===== src/rtl/score_pkg.sv =====
// Shared definitions for the score display: FSM states, segment patterns,
// conversion length and the digit-to-segment helper.
package score_pkg;

   typedef enum logic [1:0] {
      S_IDLE,
      S_CONV,
      S_LOAD
   } state_e;

   // Active-high patterns, bit order {g,f,e,d,c,b,a}
   localparam logic [6:0] SEG_0     = 7'b0111111;
   localparam logic [6:0] SEG_1     = 7'b0000110;
   localparam logic [6:0] SEG_2     = 7'b1011011;
   localparam logic [6:0] SEG_3     = 7'b1001111;
   localparam logic [6:0] SEG_4     = 7'b1100110;
   localparam logic [6:0] SEG_5     = 7'b1101101;
   localparam logic [6:0] SEG_6     = 7'b1111101;
   localparam logic [6:0] SEG_7     = 7'b0000111;
   localparam logic [6:0] SEG_8     = 7'b1111111;
   localparam logic [6:0] SEG_9     = 7'b1101111;
   localparam logic [6:0] SEG_BLANK = 7'b0000000;

   // 7 shift edges plus one alignment edge
   localparam int unsigned CONV_CYCLES = 8;

   function automatic logic [6:0] seg_encode(input logic [3:0] digit,
                                             input logic       blank,
                                             input logic       active_low);
      logic [6:0] seg;
      case (digit)
         4'd0:    seg = SEG_0;
         4'd1:    seg = SEG_1;
         4'd2:    seg = SEG_2;
         4'd3:    seg = SEG_3;
         4'd4:    seg = SEG_4;
         4'd5:    seg = SEG_5;
         4'd6:    seg = SEG_6;
         4'd7:    seg = SEG_7;
         4'd8:    seg = SEG_8;
         4'd9:    seg = SEG_9;
         default: seg = SEG_BLANK;
      endcase
      if (blank) seg = SEG_BLANK;
      return active_low ? ~seg : seg;
   endfunction

endpackage


===== src/rtl/score_display_seg7_encoder.sv =====
// Combinational BCD digit to 7-segment encoder with blanking and polarity.
module seg7_encoder
   import score_pkg::*;
#(
   parameter bit ACTIVE_LOW = 1'b1
) (
   input  logic [3:0] digit_i,
   input  logic       blank_i,
   output logic [6:0] seg_o
);

   always_comb begin
      seg_o = seg_encode(digit_i, blank_i, ACTIVE_LOW);
   end

endmodule


===== src/rtl/score_display.sv =====
// Current/best score tracker with sequential double-dabble conversion and
// registered 7-segment outputs for both scores.
module score_display
   import score_pkg::*;
#(
   parameter int unsigned SCORE_W        = 8,
   parameter int unsigned MAX_SCORE      = 99,
   parameter bit          SEG_ACTIVE_LOW = 1'b1,
   parameter bit          BLANK_LEADING  = 1'b1
) (
   input  logic               clk,
   input  logic               reset,
   input  logic [SCORE_W-1:0] pun,
   input  logic               pun_valid,
   input  logic               clr_max,
   output logic               busy,
   output logic               new_max,
   output logic [6:0]         apun_t,
   output logic [6:0]         apun_u,
   output logic [6:0]         mpun_t,
   output logic [6:0]         mpun_u
);

   localparam logic [SCORE_W-1:0] MAX_W = SCORE_W'(MAX_SCORE);
   localparam logic [6:0] RST_T = seg_encode(4'd0, BLANK_LEADING, SEG_ACTIVE_LOW);
   localparam logic [6:0] RST_U = seg_encode(4'd0, 1'b0, SEG_ACTIVE_LOW);

   state_e      state_q, state_d;
   logic [2:0]  cnt_q, cnt_d;
   logic [14:0] sr_q, sr_d;
   logic [6:0]  val_q, val_d;
   logic        cand_q, cand_d;
   logic [6:0]  max_q, max_d;
   logic        pend_q, pend_d;
   logic [6:0]  pend_val_q, pend_val_d;
   logic        clrp_q, clrp_d;
   logic        new_max_q, new_max_d;
   logic [6:0]  apun_t_q, apun_u_q, mpun_t_q, mpun_u_q;

   logic        load_cur, load_max, clr_seg, start;
   logic [6:0]  start_val, pun_sat;
   logic [3:0]  mdig_t, mdig_u;
   logic [6:0]  enc_at, enc_au, enc_mt, enc_mu;

   function automatic logic [14:0] dd_step(input logic [14:0] s);
      logic [3:0] t, u;
      t = s[14:11];
      u = s[10:7];
      if (t >= 4'd5) t = t + 4'd3;
      if (u >= 4'd5) u = u + 4'd3;
      return {t, u, s[6:0]} << 1;
   endfunction

   always_comb begin
      pun_sat = (pun > MAX_W) ? MAX_W[6:0] : pun[6:0];
   end

   always_comb begin
      state_d    = state_q;
      cnt_d      = cnt_q;
      sr_d       = sr_q;
      val_d      = val_q;
      cand_d     = cand_q;
      max_d      = max_q;
      pend_d     = pend_q;
      pend_val_d = pend_val_q;
      clrp_d     = clrp_q;
      new_max_d  = 1'b0;
      load_cur   = 1'b0;
      load_max   = 1'b0;
      clr_seg    = 1'b0;
      start      = 1'b0;
      start_val  = '0;
      case (state_q)
         S_IDLE: begin
            if (clr_max) begin
               max_d   = '0;
               clr_seg = 1'b1;
            end
            if (pun_valid) begin
               start     = 1'b1;
               start_val = pun_sat;
            end
         end
         S_CONV: begin
            if (pun_valid) begin
               pend_d     = 1'b1;
               pend_val_d = pun_sat;
            end
            if (clr_max) clrp_d = 1'b1;
            if (cnt_q == 3'(CONV_CYCLES - 1)) state_d = S_LOAD;
            else sr_d = dd_step(sr_q);
            cnt_d = cnt_q + 3'd1;
         end
         S_LOAD: begin
            load_cur = 1'b1;
            clrp_d   = 1'b0;
            state_d  = S_IDLE;
            if (clrp_q || clr_max) begin
               max_d   = '0;
               clr_seg = 1'b1;
            end else if (cand_q) begin
               max_d     = val_q;
               load_max  = 1'b1;
               new_max_d = 1'b1;
            end
            // a strobe on the LOAD edge itself behaves as a just-written pending value
            if (pend_q || pun_valid) begin
               start     = 1'b1;
               start_val = pun_valid ? pun_sat : pend_val_q;
               pend_d    = 1'b0;
            end
         end
         default: state_d = S_IDLE;
      endcase
      if (start) begin
         sr_d    = {8'd0, start_val};
         val_d   = start_val;
         cand_d  = (start_val > max_d);
         cnt_d   = '0;
         state_d = S_CONV;
      end
   end

   always_comb begin
      mdig_t = clr_seg ? 4'd0 : sr_q[14:11];
      mdig_u = clr_seg ? 4'd0 : sr_q[10:7];
   end

   seg7_encoder #(.ACTIVE_LOW(SEG_ACTIVE_LOW)) u_enc_at (
      .digit_i(sr_q[14:11]), .blank_i(BLANK_LEADING && (sr_q[14:11] == 4'd0)), .seg_o(enc_at));
   seg7_encoder #(.ACTIVE_LOW(SEG_ACTIVE_LOW)) u_enc_au (
      .digit_i(sr_q[10:7]), .blank_i(1'b0), .seg_o(enc_au));
   seg7_encoder #(.ACTIVE_LOW(SEG_ACTIVE_LOW)) u_enc_mt (
      .digit_i(mdig_t), .blank_i(BLANK_LEADING && (mdig_t == 4'd0)), .seg_o(enc_mt));
   seg7_encoder #(.ACTIVE_LOW(SEG_ACTIVE_LOW)) u_enc_mu (
      .digit_i(mdig_u), .blank_i(1'b0), .seg_o(enc_mu));

   always_ff @(posedge clk) begin
      if (reset) begin
         state_q    <= S_IDLE;
         cnt_q      <= '0;
         sr_q       <= '0;
         val_q      <= '0;
         cand_q     <= 1'b0;
         max_q      <= '0;
         pend_q     <= 1'b0;
         pend_val_q <= '0;
         clrp_q     <= 1'b0;
         new_max_q  <= 1'b0;
         apun_t_q   <= RST_T;
         apun_u_q   <= RST_U;
         mpun_t_q   <= RST_T;
         mpun_u_q   <= RST_U;
      end else begin
         state_q    <= state_d;
         cnt_q      <= cnt_d;
         sr_q       <= sr_d;
         val_q      <= val_d;
         cand_q     <= cand_d;
         max_q      <= max_d;
         pend_q     <= pend_d;
         pend_val_q <= pend_val_d;
         clrp_q     <= clrp_d;
         new_max_q  <= new_max_d;
         if (load_cur) begin
            apun_t_q <= enc_at;
            apun_u_q <= enc_au;
         end
         if (clr_seg || load_max) begin
            mpun_t_q <= enc_mt;
            mpun_u_q <= enc_mu;
         end
      end
   end

   assign busy    = (state_q != S_IDLE);
   assign new_max = new_max_q;
   assign apun_t  = apun_t_q;
   assign apun_u  = apun_u_q;
   assign mpun_t  = mpun_t_q;
   assign mpun_u  = mpun_u_q;

endmodule


===== config.mk =====
export PLATFORM = sky130hd
export DESIGN_NAME = score_display
export DESIGN_NICKNAME = d
export VERILOG_FILES = /design/src/rtl/score_pkg.sv /design/src/rtl/score_display_seg7_encoder.sv /design/src/rtl/score_display.sv
export SDC_FILE = /design/constraint.sdc
export NUM_CORES = 1
export LEC_CHECK = 0
export CELL_PAD_IN_SITES_DETAIL_PLACEMENT = 1
export CELL_PAD_IN_SITES_GLOBAL_PLACEMENT = 2
export CORE_MARGIN = 8
export CORE_UTILIZATION = 31
export CTS_CLUSTER_DIAMETER = 40
export DETAILED_ROUTE_END_ITERATION = 16
export GPL_TIMING_DRIVEN = 0
export PLACE_DENSITY = 0.76
export SLEW_MARGIN = 20
export SYNTH_ARGS = -nofsm -noshare
export SYNTH_HDL_FRONTEND = slang
export SYNTH_SLANG_ARGS = --single-unit

===== constraint.sdc =====
create_clock -name clk -period 2.68 [get_ports clk]
set_input_delay 0.536 -clock clk [delete_from_list [all_inputs] [get_ports clk]]
set_output_delay 0.536 -clock clk [all_outputs]
set_load 0.005 [all_outputs]

# After elaboration in Yosys (flattened, before gate mapping)
# Memory sizes are Yosys's and may differ from the RTL's. A register that Yosys moved wholly into a read port is not among the register bits.
# Cells that the tools add are included.
# op_classes
add_sub_neg,3
magnitude_cmp,4
n_eq_ne,10
n_mux,40
bitwise,6
n_reduce_logical,16
# ops
op,count
$mux W7,12
$mux W4,7
$not A7 Y7,4
$pmux W7 S2,2
$mux W1,12
$ne A2 B2 Y1 const B,6
$reduce_and A2 Y1,5
$ge A4 B3 Y1 const B,2
$gt A8 B7 Y1 const B,1
$logic_not A4 Y1,2
$pmux W1 S2,4
$gt A7 B7 Y1,1
$reduce_bool A2 Y1,3
$add A4 B2 Y4 const B,1
$pmux W2 S2,1
$add A3 B1 Y3 const B,1
$add A3 B2 Y3 const B,1
$eq A3 B3 Y1 const B,1
$logic_or A1 B1 Y1,3
$mux W3,1
$ne A3 B3 Y1 const B,1
$reduce_and A3 Y1,1
$eq A2 B1 Y1 const B,1
$eq A2 B2 Y1 const B,1
4 further kinds,5
# totals
register_bits,73
rom_bits,448
in_bits,12
elab_cells,99
mem_count,4
# mem_list
name,depth,word_bits,rd,rd_ports_with_merged_regs,wr,line_no,text
(no name shown),16,7,1,1,0,score_pkg.sv:31,case (digit)
(no name shown),16,7,1,1,0,score_pkg.sv:31,
(no name shown),16,7,1,0,0,score_pkg.sv:31,
(no name shown),16,7,1,0,0,score_pkg.sv:31,

# Depth between registers and ports, before layout
# depth
depth_word,7
depth_mapped,14
ltp_nobuf,11

# By module
# Synthesis repeated with hierarchy kept, for this count alone.
# hier_totals
hier_cells,497
hier_area_um2,4113.9
# by_module_without_submodules
module,instances,cells_each,area_each_um2,seq_area_each_um2
score_display,1,373,3208.1,1461.4
seg7_encoder,4,31,226.5,0.0

# Worst setup path before layout
# OpenSTA, ideal clock, no wires.
# synth_timing
path_type,input to register
from,input port clr_max
to,register cand_q
setup_time_ps,129
arrival_ps,2570
t_required_ps,2551
slack_ps,-18
stages,11
n_path_buf,0
path_cell_list,a21oi_1 -> nor2_1 -> nor2_1 -> a22oi_1 -> ha_1 -> nor2b_1 -> o21a_1 -> o21a_1 -> o21a_1 -> a2111oi_0 -> o21ai_0
# synth_between
elab_chain_len,4
word_cells_on_any_way,5
# synth_lines
item,line_no,text
from (decl),score_display.sv:15,"input logic clr_max,"
$logic_or A1 B1 Y1,score_display.sv:99,if (clrp_q || clr_max) begin
$mux W7,score_display.sv:99,
$pmux W7 S2 (*),score_display.sv:74,case (state_q)
$gt A7 B7 Y1 (*),score_display.sv:119,cand_d = (start_val > max_d);
to (signal assigned),score_display.sv:160,cand_q <= cand_d;
to (decl),score_display.sv:32,"logic cand_q, cand_d;"
# Every way passes the cells marked *; elsewhere a longest branch is shown, timed or not.
# A chain may end at the register's enable or synchronous reset.

==> results.txt <==
- The analysis attributes to cell leakage a power of 2.21 nW.
* Count of vias placed by the detailed router: 3,982
- Internal power contribution: 2.35 mW
- Count of flip-flops with a built-in enable after synthesis: 0
* Die area: 18,100 µm²
- Switching power summed over all nets: 797 µW
- Average instance area after synthesis: 8.27 µm²
* Initial Utilization: 0.315
- Setup violators final: 0
- Number of buffers between clock root and the deepest sink: 2
- Ports: 42
* Clock root buffer: sky130_fd_sc_hd__clkbuf_16
- After detailed routing, the total wire length is 13,100 µm.
- Final Slew Violations: 0
- Run status: finished clean
- Primary flip-flop cell chosen by synthesis mapping: sky130_fd_sc_hd__dfxtp_1
* Peak ir drop on the vdd network: 267 µV
- In this run the tool buffered the top-level ports with 40 buffer cells.
- Data on the critical path arrives at its endpoint at 2.82 ns.
- TritonCTS built the clock tree.
* Routed wire length per instance: 16.8 µm
* Crit start category: flip-flop
- Htree depth: 3
- For the pin with the worst max-slew slack, the measured transition is 0.644 ns.
* Global router's overall resource usage: 0.147
* Crit. End Element: flip-flop
- The share of total power dissipated in combinational logic is 0.122.
* Number of placed cells counting well taps: 747
* Period utilisation layout: 0.968
* Routability-driven placement congestion ratio: 0.825
- Pin count of the biggest net entering global routing: 16
* CTS sink count: 87
- Final Hold Violating Endpoints: 0
* Gate count after technology mapping: 527
* Pwr/cell area: 551 nW/µm²
- Drc violations: 0
- Across the run, the number of max-cap violations was 0.
- Of the total power, the share spent switching nets is 0.254.
* Proportion of register bits with asynchronous set or reset after synthesis: 0
- Flops & latches, synth: 87
- The number of antenna violations at the first check in global routing is 0.
- Area growth from synthesis to final layout: 31.0%
- After clock tree synthesis, the clock-pin slew on the worst setup and hold paths is 0.07 ns.
- Final non-filler cell total: 778
- The worst hold path belongs to the class reg2reg.
* Number of standard-cell rows in the floorplan: 43
* CTS Hold Bufs: 0
- Cts bufs inserted: 9
* Type of the setup path with the least slack: reg2reg
* Ratio of cells with drive above 1 in the final layout: 0.164
- For this run, the top clock speed supported by timing is 0.385 GHz.
* Total core area: 13,800 µm²
- The final layout contains 639 nets.
* Fraction of power consumed by sequential logic: 0.432
- The clock arrives with 0.00957 ns of skew.
* Post-DRT Antenna Nets: 0
- Subtracting the final worst setup slack from the clock period gives 2.60 ns.
- Synthesis instantiated 60 different standard cells from the library.
- The first global-routing pass estimated 21,100 µm of wire.
* Grt ovf: 0
* Cell area after synthesis: 4360 µm²
* Total power after layout: 3.14 mW
* Number of global-route vias before repair: 4,098
* Floorplan die height: 135 µm
- For the worst-skew pair, the clock arrives at the later sink with an insertion delay of 0.35 ns.
- The repair_antennas step left the layout with diodes totalling 0.
- CP Data Required Time: 2.90 ns
* Post-Syn Nets: 573
* CP max FO: 10
* Relative slew slack: 0.569
- Yosys warnings: 0
* Length of the first detailed-routing pass in iterations: 4
* Sequential cell area fraction in the yosys report: 0.400
- Detailed Route Iter0 Violations: 234
* Clock share of power: 0.447
* Detailed-placement wirelength estimate: 9430 µm
- Width of the die: 135 µm
* Avg Vias per Cell: 5.12
-- final cells by class --
class                           count  area, µm²
Clock buffer                       10        239
Sequential cell                    87       1750
Multi-Input combinational cell    384       2580
Timing Repair Buffer               57        548
Buffer                             31        191
Clock inverter                      6       91.3
Fill cell                        1624       8120
Inverter                           23       86.3
Tap cell                          180        225
-- Yosys cell counts, drive strengths merged, types with 7 or more instances --
master | count | share of area
ha | 34 | 0.098
inv | 23 | 0.020
nor3 | 11 | 0.014
nand3 | 8 | 0.0092
a21oi | 40 | 0.046
clkbuf | 20 | 0.017
nand2 | 74 | 0.064
a211oi | 15 | 0.026
dfxtp | 87 | 0.40
a22oi | 7 | 0.012
o21ai | 41 | 0.047
nor2 | 60 | 0.053
o21a | 8 | 0.014
buf | 13 | 0.017
nand2b | 9 | 0.013
-- power by group through the flow --
stage	registers, mW	logic (mW)	clock network (mW)
global placement	1.38	0.312	0
global route	1.36	0.420	1.50
finish	1.36	0.383	1.40
floorplan	1.38	0.199	0
detailed placement	1.38	0.319	0
CTS	1.36	0.344	1.44
-- path summary, 6_finish.rpt --
check	from	to	slack, ns	cells past startpoint
setup reg to reg	cnt_q[1]$_SDFFE_PP0P_	flip-flop	0.08	11
hold reg to reg	flip-flop	apun_u[0]$_SDFFE_PP0P_	0.41	1
setup / recovery	cnt_q[1]$_SDFFE_PP0P_	flip-flop	0.08	11
hold / removal	flip-flop	apun_u[0]$_SDFFE_PP0P_	0.41	1
-- per-layer routing --
layer / GRT usage / up-vias / wire [µm]
li1: - / 1971 / -
met1: 0.178 / 1923 / 6050
met2: 0.246 / 67 / 6320
met3: 0.0238 / 21 / 357
met4: 0.0767 / 0 / 350
met5: 0 / - / 0
-- critical path: stages (launching register included) --
cell and delay, ns:
sky130_fd_sc_hd__dfxtp_2 0.34, sky130_fd_sc_hd__ha_4 0.16, sky130_fd_sc_hd__ha_4 0.15, sky130_fd_sc_hd__or3b_1 0.38, sky130_fd_sc_hd__buf_6 0.15, sky130_fd_sc_hd__buf_4 0.13
sky130_fd_sc_hd__a2111o_1 0.28, sky130_fd_sc_hd__o311a_1 0.14, sky130_fd_sc_hd__buf_6 0.15, sky130_fd_sc_hd__a21o_1 0.22, sky130_fd_sc_hd__a32oi_2 0.23, sky130_fd_sc_hd__o41ai_2 0.11
-- cells by family after synthesis --
| logic type | count (synthesis) | share of synthesized area |
|---|---|---|
| adder cells (fa/ha/maj) | 34 | 0.0976 |
| buffers and inverters | 56 | 0.0543 |
| AO/OA/AOI/OAI | 154 | 0.236 |
| multiplexers | 6 | 0.0138 |
| flip-flops | 87 | 0.400 |
| XOR/XNOR | 2 | 0.00402 |
| AND/OR/NAND/NOR | 188 | 0.194 |
-- placed cells by master (no fill, tap or decap), types with 3 or more instances in the layout --
cell type / n
sky130_fd_sc_hd__inv_2: 4
sky130_fd_sc_hd__o21ai_1: 7
sky130_fd_sc_hd__mux2i_1: 6
sky130_fd_sc_hd__a32oi_1: 4
sky130_fd_sc_hd__clkbuf_16: 10
sky130_fd_sc_hd__nor2b_1: 3
sky130_fd_sc_hd__clkbuf_1: 14
sky130_fd_sc_hd__a211oi_1: 13
sky130_fd_sc_hd__or2_2: 3
sky130_fd_sc_hd__dfxtp_1: 83
sky130_fd_sc_hd__a31oi_1: 3
sky130_fd_sc_hd__buf_2: 4
sky130_fd_sc_hd__nor2_1: 56
sky130_fd_sc_hd__buf_4: 16
sky130_fd_sc_hd__a22oi_1: 6
sky130_fd_sc_hd__o21ai_2: 3
sky130_fd_sc_hd__nand3_1: 8
sky130_fd_sc_hd__ha_1: 30
sky130_fd_sc_hd__buf_6: 6
sky130_fd_sc_hd__nand2b_1: 8
sky130_fd_sc_hd__o21ai_0: 31
sky130_fd_sc_hd__a21oi_1: 36
sky130_fd_sc_hd__a21oi_2: 4
sky130_fd_sc_hd__dfxtp_2: 4
sky130_fd_sc_hd__o31ai_1: 3
sky130_fd_sc_hd__dlygate4sd2_1: 3
sky130_fd_sc_hd__nor2_4: 3
sky130_fd_sc_hd__and2_1: 3
sky130_fd_sc_hd__o21a_1: 8
sky130_fd_sc_hd__o211ai_1: 3
sky130_fd_sc_hd__clkbuf_4: 3
sky130_fd_sc_hd__inv_1: 19
sky130_fd_sc_hd__clkdlybuf4s50_1: 35
sky130_fd_sc_hd__nand2_1: 73
sky130_fd_sc_hd__nor3_1: 10
-- metrics by stage --
step | worst slack [ns] | utilization | hold WS [ns] | TNS (ns) | area, µm²
after floorplan | 0.00843 | - | 0.390 | 0 | 4360
after global placement | -0.904 | 0.361 | 0.399 | -14.24 | 4990
after detailed placement | -0.859 | 0.361 | 0.404 | -15.81 | 4990
after CTS | -0.0335 | 0.394 | 0.413 | -0.0466 | 5450
after global routing | -0.0527 | 0.413 | 0.424 | -0.0946 | 5710
final | 0.0845 | 0.413 | 0.407 | 0 | 5710
-- what timing repair did --
item | in CTS | in global routing
pin swaps | 7 | 13
buffers inserted | 5 | 12
gates resized for setup | 37 | 42
cloned | 0 | 1
setup endpoints to repair | 28 | 13
No activity file was read; power rests on OpenSTA's default activity.
